$ cat src/rtl/run_ctrl_if.sv
// run_ctrl_if: board-pin/core-side signal bundle for the execution controller.
// Latency: none (wires only). Backpressure: none; all signals are levels.
// master = controller (samples debug inputs, drives core control and status);
// slave  = board/core side (drives debug inputs, observes control and status).
interface run_ctrl_if #(
  parameter int PC_W   = 16,
  parameter int CNT_W  = 32,
  parameter int NUM_BP = 2
) ();

  // Debug / core inputs to the controller
  logic                   is_halt;
  logic [PC_W-1:0]        pc;
  logic [1:0]             mode;
  logic                   step_req;
  logic                   resume_req;
  logic [NUM_BP-1:0]      bp_en;
  logic [NUM_BP*PC_W-1:0] bp_adr;

  // Core control and status outputs from the controller
  logic                   core_en;
  logic                   core_reset;
  logic                   halting;
  logic                   paused;
  logic [1:0]             stop_cause;
  logic [CNT_W-1:0]       cycles;
  logic                   cnt_ovf;

  modport master (
    input  is_halt, pc, mode, step_req, resume_req, bp_en, bp_adr,
    output core_en, core_reset, halting, paused, stop_cause, cycles, cnt_ovf
  );

  modport slave (
    output is_halt, pc, mode, step_req, resume_req, bp_en, bp_adr,
    input  core_en, core_reset, halting, paused, stop_cause, cycles, cnt_ovf
  );

endinterface

$ cat src/rtl/run_ctrl.sv
// run_ctrl: run/pause/step/halt controller with PC breakpoints and a saturating commit counter.
// Latency: core_en is combinational from state/pc/breakpoints; all status outputs are registered.
// Backpressure: none; step/resume are level inputs turned into one-shot requests by edge detect.
// Ports: clk, reset_n (synchronous, active-low), bus (run_ctrl_if.master):
//   in : is_halt, pc, mode, step_req, resume_req, bp_en, bp_adr
//   out: core_en, core_reset, halting, paused, stop_cause, cycles, cnt_ovf
module run_ctrl #(
  parameter int PC_W   = 16,
  parameter int CNT_W  = 32,
  parameter int NUM_BP = 2
) (
  input  logic          clk,
  input  logic          reset_n,
  run_ctrl_if.master    bus
);

  typedef enum logic [2:0] {
    ST_RST   = 3'd0,
    ST_RUN   = 3'd1,
    ST_PAUSE = 3'd2,
    ST_STEP  = 3'd3,
    ST_HALT  = 3'd4
  } state_t;

  localparam logic [1:0] CAUSE_NONE = 2'd0;
  localparam logic [1:0] CAUSE_HALT = 2'd1;
  localparam logic [1:0] CAUSE_BP   = 2'd2;
  localparam logic [1:0] CAUSE_STEP = 2'd3;

  localparam logic [1:0] MODE_STEP  = 2'd1;
  localparam logic [1:0] MODE_BREAK = 2'd2;

  state_t           state_q,       state_d;
  logic [1:0]       stop_cause_q,  stop_cause_d;
  logic [CNT_W-1:0] cycles_q,      cycles_d;
  logic             cnt_ovf_q,     cnt_ovf_d;
  logic             step_prev_q,   step_prev_d;
  logic             resume_prev_q, resume_prev_d;
  logic             bp_skip_q,     bp_skip_d;
  logic             core_reset_q,  core_reset_d;
  logic             halting_q,     halting_d;
  logic             paused_q,      paused_d;

  logic bp_match;
  logic bp_hit;
  logic core_en;
  logic step_edge;
  logic resume_edge;

  // Any enabled comparator matching the current pc.
  always_comb begin
    bp_match = 1'b0;
    for (int i = 0; i < NUM_BP; i++) begin
      if (bus.bp_en[i] && (bus.pc == bus.bp_adr[i*PC_W +: PC_W])) begin
        bp_match = 1'b1;
      end
    end
  end

  // bp_skip masks the trap for the one instruction we resume on, so a
  // breakpoint address can be executed after the user continues from it.
  assign bp_hit = (bus.mode == MODE_BREAK) && bp_match && !bp_skip_q;

  // A breakpoint hit suppresses commit in the same cycle; this is also why a
  // halt decoded at a breakpoint address is not taken.
  assign core_en = ((state_q == ST_RUN) && !bp_hit) || (state_q == ST_STEP);

  // prev registers clear on reset, but RST consumes no edges, so a level
  // already high at reset release never reaches PAUSE as a request.
  assign step_edge   = bus.step_req   && !step_prev_q;
  assign resume_edge = bus.resume_req && !resume_prev_q;

  // Next-state and stop-cause logic
  always_comb begin
    state_d      = state_q;
    stop_cause_d = stop_cause_q;
    bp_skip_d    = bp_skip_q;

    case (state_q)
      ST_RST: begin
        if (bus.mode == MODE_STEP) begin
          state_d = ST_PAUSE;
        end else begin
          state_d = ST_RUN;
        end
      end

      ST_RUN: begin
        if (core_en) begin
          bp_skip_d = 1'b0;
        end
        if (core_en && bus.is_halt) begin
          state_d      = ST_HALT;
          stop_cause_d = CAUSE_HALT;
        end else if (bp_hit) begin
          state_d      = ST_PAUSE;
          stop_cause_d = CAUSE_BP;
        end else if (bus.mode == MODE_STEP) begin
          state_d      = ST_PAUSE;
          stop_cause_d = CAUSE_STEP;
        end
      end

      ST_PAUSE: begin
        // Step has priority; a simultaneous resume edge is simply dropped.
        if (step_edge) begin
          state_d = ST_STEP;
        end else if (resume_edge && (bus.mode != MODE_STEP)) begin
          state_d   = ST_RUN;
          bp_skip_d = 1'b1;
        end
      end

      ST_STEP: begin
        if (bus.is_halt) begin
          state_d      = ST_HALT;
          stop_cause_d = CAUSE_HALT;
        end else begin
          state_d      = ST_PAUSE;
          stop_cause_d = CAUSE_STEP;
        end
      end

      ST_HALT: begin
        state_d = ST_HALT;
      end

      default: begin
        state_d = ST_RST;
      end
    endcase
  end

  // Status flags are decoded from the next state so they come out of flops.
  always_comb begin
    core_reset_d = (state_d == ST_RST) || (state_d == ST_HALT);
    halting_d    = (state_d == ST_HALT);
    paused_d     = (state_d == ST_PAUSE);
  end

  // Commit counter: saturates at all-ones; a commit lost to saturation marks overflow.
  always_comb begin
    cycles_d  = cycles_q;
    cnt_ovf_d = cnt_ovf_q;
    if (core_en) begin
      if (&cycles_q) begin
        cnt_ovf_d = 1'b1;
      end else begin
        cycles_d = cycles_q + CNT_W'(1);
      end
    end
  end

  always_comb begin
    step_prev_d   = bus.step_req;
    resume_prev_d = bus.resume_req;
  end

  always_ff @(posedge clk) begin
    if (!reset_n) begin
      state_q       <= ST_RST;
      stop_cause_q  <= CAUSE_NONE;
      cycles_q      <= '0;
      cnt_ovf_q     <= 1'b0;
      step_prev_q   <= 1'b0;
      resume_prev_q <= 1'b0;
      bp_skip_q     <= 1'b0;
      core_reset_q  <= 1'b1;
      halting_q     <= 1'b0;
      paused_q      <= 1'b0;
    end else begin
      state_q       <= state_d;
      stop_cause_q  <= stop_cause_d;
      cycles_q      <= cycles_d;
      cnt_ovf_q     <= cnt_ovf_d;
      step_prev_q   <= step_prev_d;
      resume_prev_q <= resume_prev_d;
      bp_skip_q     <= bp_skip_d;
      core_reset_q  <= core_reset_d;
      halting_q     <= halting_d;
      paused_q      <= paused_d;
    end
  end

  assign bus.core_en    = core_en;
  assign bus.core_reset = core_reset_q;
  assign bus.halting    = halting_q;
  assign bus.paused     = paused_q;
  assign bus.stop_cause = stop_cause_q;
  assign bus.cycles     = cycles_q;
  assign bus.cnt_ovf    = cnt_ovf_q;

endmodule

$ cat src/flat_wrapper.sv
// flat-port wrapper written by rule: the top's interface ports become plain ports
module run_ctrl_flat 
#(
  parameter int PC_W   = 16,
  parameter int CNT_W  = 32,
  parameter int NUM_BP = 2
)
  (clk, reset_n, bus_is_halt, bus_pc, bus_mode, bus_step_req, bus_resume_req, bus_bp_en, bus_bp_adr, bus_core_en, bus_core_reset, bus_halting, bus_paused, bus_stop_cause, bus_cycles, bus_cnt_ovf);
  run_ctrl_if #(.PC_W(PC_W), .CNT_W(CNT_W), .NUM_BP(NUM_BP)) bus_i ();
  input  logic clk;
  input  logic reset_n;
  input wire logic [$bits(bus_i.is_halt)-1:0] bus_is_halt;
  input wire logic [$bits(bus_i.pc)-1:0] bus_pc;
  input wire logic [$bits(bus_i.mode)-1:0] bus_mode;
  input wire logic [$bits(bus_i.step_req)-1:0] bus_step_req;
  input wire logic [$bits(bus_i.resume_req)-1:0] bus_resume_req;
  input wire logic [$bits(bus_i.bp_en)-1:0] bus_bp_en;
  input wire logic [$bits(bus_i.bp_adr)-1:0] bus_bp_adr;
  output wire logic [$bits(bus_i.core_en)-1:0] bus_core_en;
  output wire logic [$bits(bus_i.core_reset)-1:0] bus_core_reset;
  output wire logic [$bits(bus_i.halting)-1:0] bus_halting;
  output wire logic [$bits(bus_i.paused)-1:0] bus_paused;
  output wire logic [$bits(bus_i.stop_cause)-1:0] bus_stop_cause;
  output wire logic [$bits(bus_i.cycles)-1:0] bus_cycles;
  output wire logic [$bits(bus_i.cnt_ovf)-1:0] bus_cnt_ovf;
  assign bus_i.is_halt = bus_is_halt;
  assign bus_i.pc = bus_pc;
  assign bus_i.mode = bus_mode;
  assign bus_i.step_req = bus_step_req;
  assign bus_i.resume_req = bus_resume_req;
  assign bus_i.bp_en = bus_bp_en;
  assign bus_i.bp_adr = bus_bp_adr;
  assign bus_core_en = bus_i.core_en;
  assign bus_core_reset = bus_i.core_reset;
  assign bus_halting = bus_i.halting;
  assign bus_paused = bus_i.paused;
  assign bus_stop_cause = bus_i.stop_cause;
  assign bus_cycles = bus_i.cycles;
  assign bus_cnt_ovf = bus_i.cnt_ovf;
  run_ctrl #(.PC_W(PC_W), .CNT_W(CNT_W), .NUM_BP(NUM_BP)) u_core (.clk(clk), .reset_n(reset_n), .bus(bus_i));
endmodule
$ cat config.mk
export PLATFORM = sky130hd
export DESIGN_NAME = run_ctrl_flat
export DESIGN_NICKNAME = d
export VERILOG_FILES = /design/src/rtl/run_ctrl_if.sv /design/src/rtl/run_ctrl.sv /design/src/flat_wrapper.sv
export SDC_FILE = /design/constraint.sdc
export NUM_CORES = 1
export LEC_CHECK = 0
export CORE_UTILIZATION = 49
export DETAILED_ROUTE_END_ITERATION = 8
export PLACE_DENSITY = 0.84
export SKIP_CTS_REPAIR_TIMING = 1
export SYNTH_ARGS = -nofsm -noshare
export SYNTH_HDL_FRONTEND = slang
export SYNTH_SLANG_ARGS = --single-unit
$ cat constraint.sdc
create_clock -name clk -period 6.1 [get_ports clk]
set_input_delay 1.22 -clock clk [delete_from_list [all_inputs] [get_ports clk]]
set_output_delay 1.22 -clock clk [all_outputs]
set_load 0.1 [all_outputs]
==> impl_metrics.tcl <==
set metrics [dict create \
    cts_tree "yes" \
    route.vias.total 2840 \
    worstPathCellList "clkdlybuf4s50_1, xor2_1, nor4_1, and3_1, a32o_2, nor2_1, buf_4" \
    holdPathStages 2 \
    cp_slowest_cell "clkdlybuf4s50_1" \
    synth_commonest_cells "dfxtp_1 (44), xnor2_1 (28), a21oi_1 (25), nand2_1 (25), nand4_1 (18)" \
    coreArea_um2 5200 \
    critPathRequiredTime_ps 4880 \
    yosys.cell_count.top_type "dfxtp_1" \
    final_nets 474 \
    grt_overflow 0 \
    grt_antenna_before_repair 0 \
    setup_viol 0 \
    grt_first_pass_wirelength_um 12700 \
    drcViolationCount 0 \
    syn_inst 328 \
    yosys_register_bits 44 \
    cts_buffers 5 \
    critPathTopFamily "buffers and inverters" \
    grtUsageTotal_pct 26.8 \
    drt-initial-drc-count 171 \
    cts.sinks 44 \
    cpPeakStageDelay_ps 520 \
    root_buffer "clkbuf_8" \
    p_leak_nw 1.28 \
    die_h_um 76.1 \
    htreeDepth 2 \
    pwr-share-seq_pct 42.6 \
    slew_viol_final 0 \
    cp-end-kind "output port" \
    yosysWarnings 0 \
    rsz0062_at_grt "false" \
    ys_async_sr_fraction_pct 0 \
    p_per_area_nw_per_um2 187 \
    slew_headroom_pct 33.6 \
    maxCapViolCount 0 \
    outcome "finished, final reports clean" \
    ios 96 \
    rr_worst_depth 6 \
    place_ws_ps 1930 \
    post-route-min-period_ps 4170 \
    clk_latency_ps 290 \
    worst-path-buf-inv 2 \
    synth-simple-area-share_pct 34.8 \
    drt-total-wl_um 7550 \
    routedWlPerCell_um 15.5 \
    cp.depth 7 \
    whs_ps 491 \
    synthDominantAreaCellType "dfxtp_1" \
    pwr-share-comb_pct 23.6 \
    dieArea_um2 5790 \
    drive_above_1_share_pct 4.32 \
    synth.area.top_cells "dfxtp_1 (33%), xnor2_1 (9.1%), a21oi_1 (4.7%)" \
    die_x_um 76.1 \
    ys_seq_area_share_pct 32.8 \
    start_util_pct 51.6 \
    synthAdderAreaFrac_pct 0.466 \
    portBuffers 95 \
    ys.flop_type "dfxtp_1" \
    crit_fanout 2 \
    muxShareOfSynthArea_pct 2.23 \
    rows 26 \
    synth_edf_count 0 \
    clockBufferDepth 2 \
    p_sw_share_pct 28.3 \
    cp.arrival_ps 2950 \
    synth_xor_area_share_pct 10.4 \
    clkPwrFrac_pct 33.8 \
    finalCritPeriodShare_pct 68.4 \
    ir_drop_uv 187 \
    first_pass_iters 7 \
    finClkSkew_ps 5.21 \
    postRouteAntennaNets 0 \
    switching_power_uw 201 \
    grt_pass1_vias 2701 \
    grt_max_degree 60 \
    via_per_inst 5.83 \
    hpwl_um 5530 \
    clkTransAtPathRegs_ps 80 \
    worstSetupStartpointType "primary input" \
    p_int_uw 509 \
    synth_cell_types 40 \
    max_freq_mhz 240 \
    hold_class "reg -> reg" \
    area_delta_synth_final_pct 41.2 \
    syn_nets 386 \
    gp_congestion 0.836 \
    avgSynthCellArea_um2 8.19 \
    synth_top_family_by_area "simple AND/OR/NAND/NOR gates" \
    fin_ws_ps 1930 \
    antenna_cells 0 \
    worst_slew_pin_slew_ps 993 \
    netlist_area_um2 2690 \
    synth-compound-area-share_pct 15.9 \
    synth_top_area_share_pct 32.8 \
    critPathKind "in -> out" \
    hold_viol 0 \
    setup_tns_ps 0 \
]
power groups by stage:
stage          clock network (mW)  logic [mW]  registers (mW)
2_1_floorplan                   0      0.0630           0.345
4_1_cts                     0.244       0.168           0.302
3_5_place_dp                    0       0.167           0.309
5_1_grt                     0.256       0.178           0.304
6_report                    0.240       0.168           0.303
3_3_place_gp                    0       0.163           0.308
worst paths after layout:
path | startpoint | end | slack (ps)
setup / recovery | bus_pc[7] | bus_core_en | 1930
hold / removal | u_core.bus.cnt_ovf$_SDFFE_PN0P_ | u_core.bus.cnt_ovf$_SDFFE_PN0P_ | 490
setup reg to reg | u_core.bus.cycles[3]$_SDFFE_PN0P_ | u_core.bus.cycles[19]$_SDFFE_PN0P_ | 3530
hold reg to reg | u_core.bus.cnt_ovf$_SDFFE_PN0P_ | u_core.bus.cnt_ovf$_SDFFE_PN0P_ | 490
worst min-delay path, cell delays in order (launching register included):
cell     delay, ps
dfxtp_1        340
nand2_1         60
o41ai_1         60
cell families after synthesis:
| logic type | count (synthesis) |
|---|---|
| XOR/XNOR | 32 |
| adder cells (fa/ha/maj) | 1 |
| buffers and inverters | 21 |
| multiplexers | 6 |
| AND/OR/NAND/NOR | 155 |
| AO/OA/AOI/OAI | 69 |
| flip-flops | 44 |
stage by stage:
step	power (mW)	instances	utilization, %	area, um^2
2_1_floorplan	0.408	328	-	2690
3_3_place_gp	0.472	479	70.5	3670
3_5_place_dp	0.476	479	70.5	3670
4_1_cts	0.714	487	72.9	3790
5_1_grt	0.738	487	72.9	3790
6_report	0.710	487	72.9	3790
routing by layer:
layer / vias to the layer above / GRT usage [%] / part of all wire, %
li1: 1394 / - / -
met1: 1336 / 34.0 / 45
met2: 94 / 47.0 / 49
met3: 16 / 3.35 / 4.4
met4: 0 / 9.04 / 2.1
met5: - / 0 / 0
registers in the layout, indices dropped and copies added (netlist names):
signal,count
u_core.step_prev_q,1
u_core.bus.cycles,32
u_core.bus.paused,1
u_core.bus.core_reset,1
u_core.bus.cnt_ovf,1
u_core.resume_prev_q,1
u_core.state_q,3
u_core.bus.halting,1
u_core.bus.stop_cause,2
u_core.bp_skip_q,1
layout by cell type, fill, tap and decap left out, types with 14 or more instances in the layout:
cell type         n
nand2b_1         14
xnor2_1          28
o21ai_0          16
a21oi_1          25
nand4_1          18
nand3_1          14
or3_1            15
nand2_1          25
nor2_1           17
clkdlybuf4s50_1  94
dfxtp_1          44
cell type report:
type                            instances  area [um^2]
Clock buffer                            7         96.3
Clock inverter                          1         30.0
Fill cell                             432         1410
Inverter                                5         18.8
Multi-Input combinational cell        263         1720
Sequential cell                        44          881
Tap cell                               70         87.6
Timing Repair Buffer                   97          963
No activity file was read; power rests on OpenSTA's default activity.
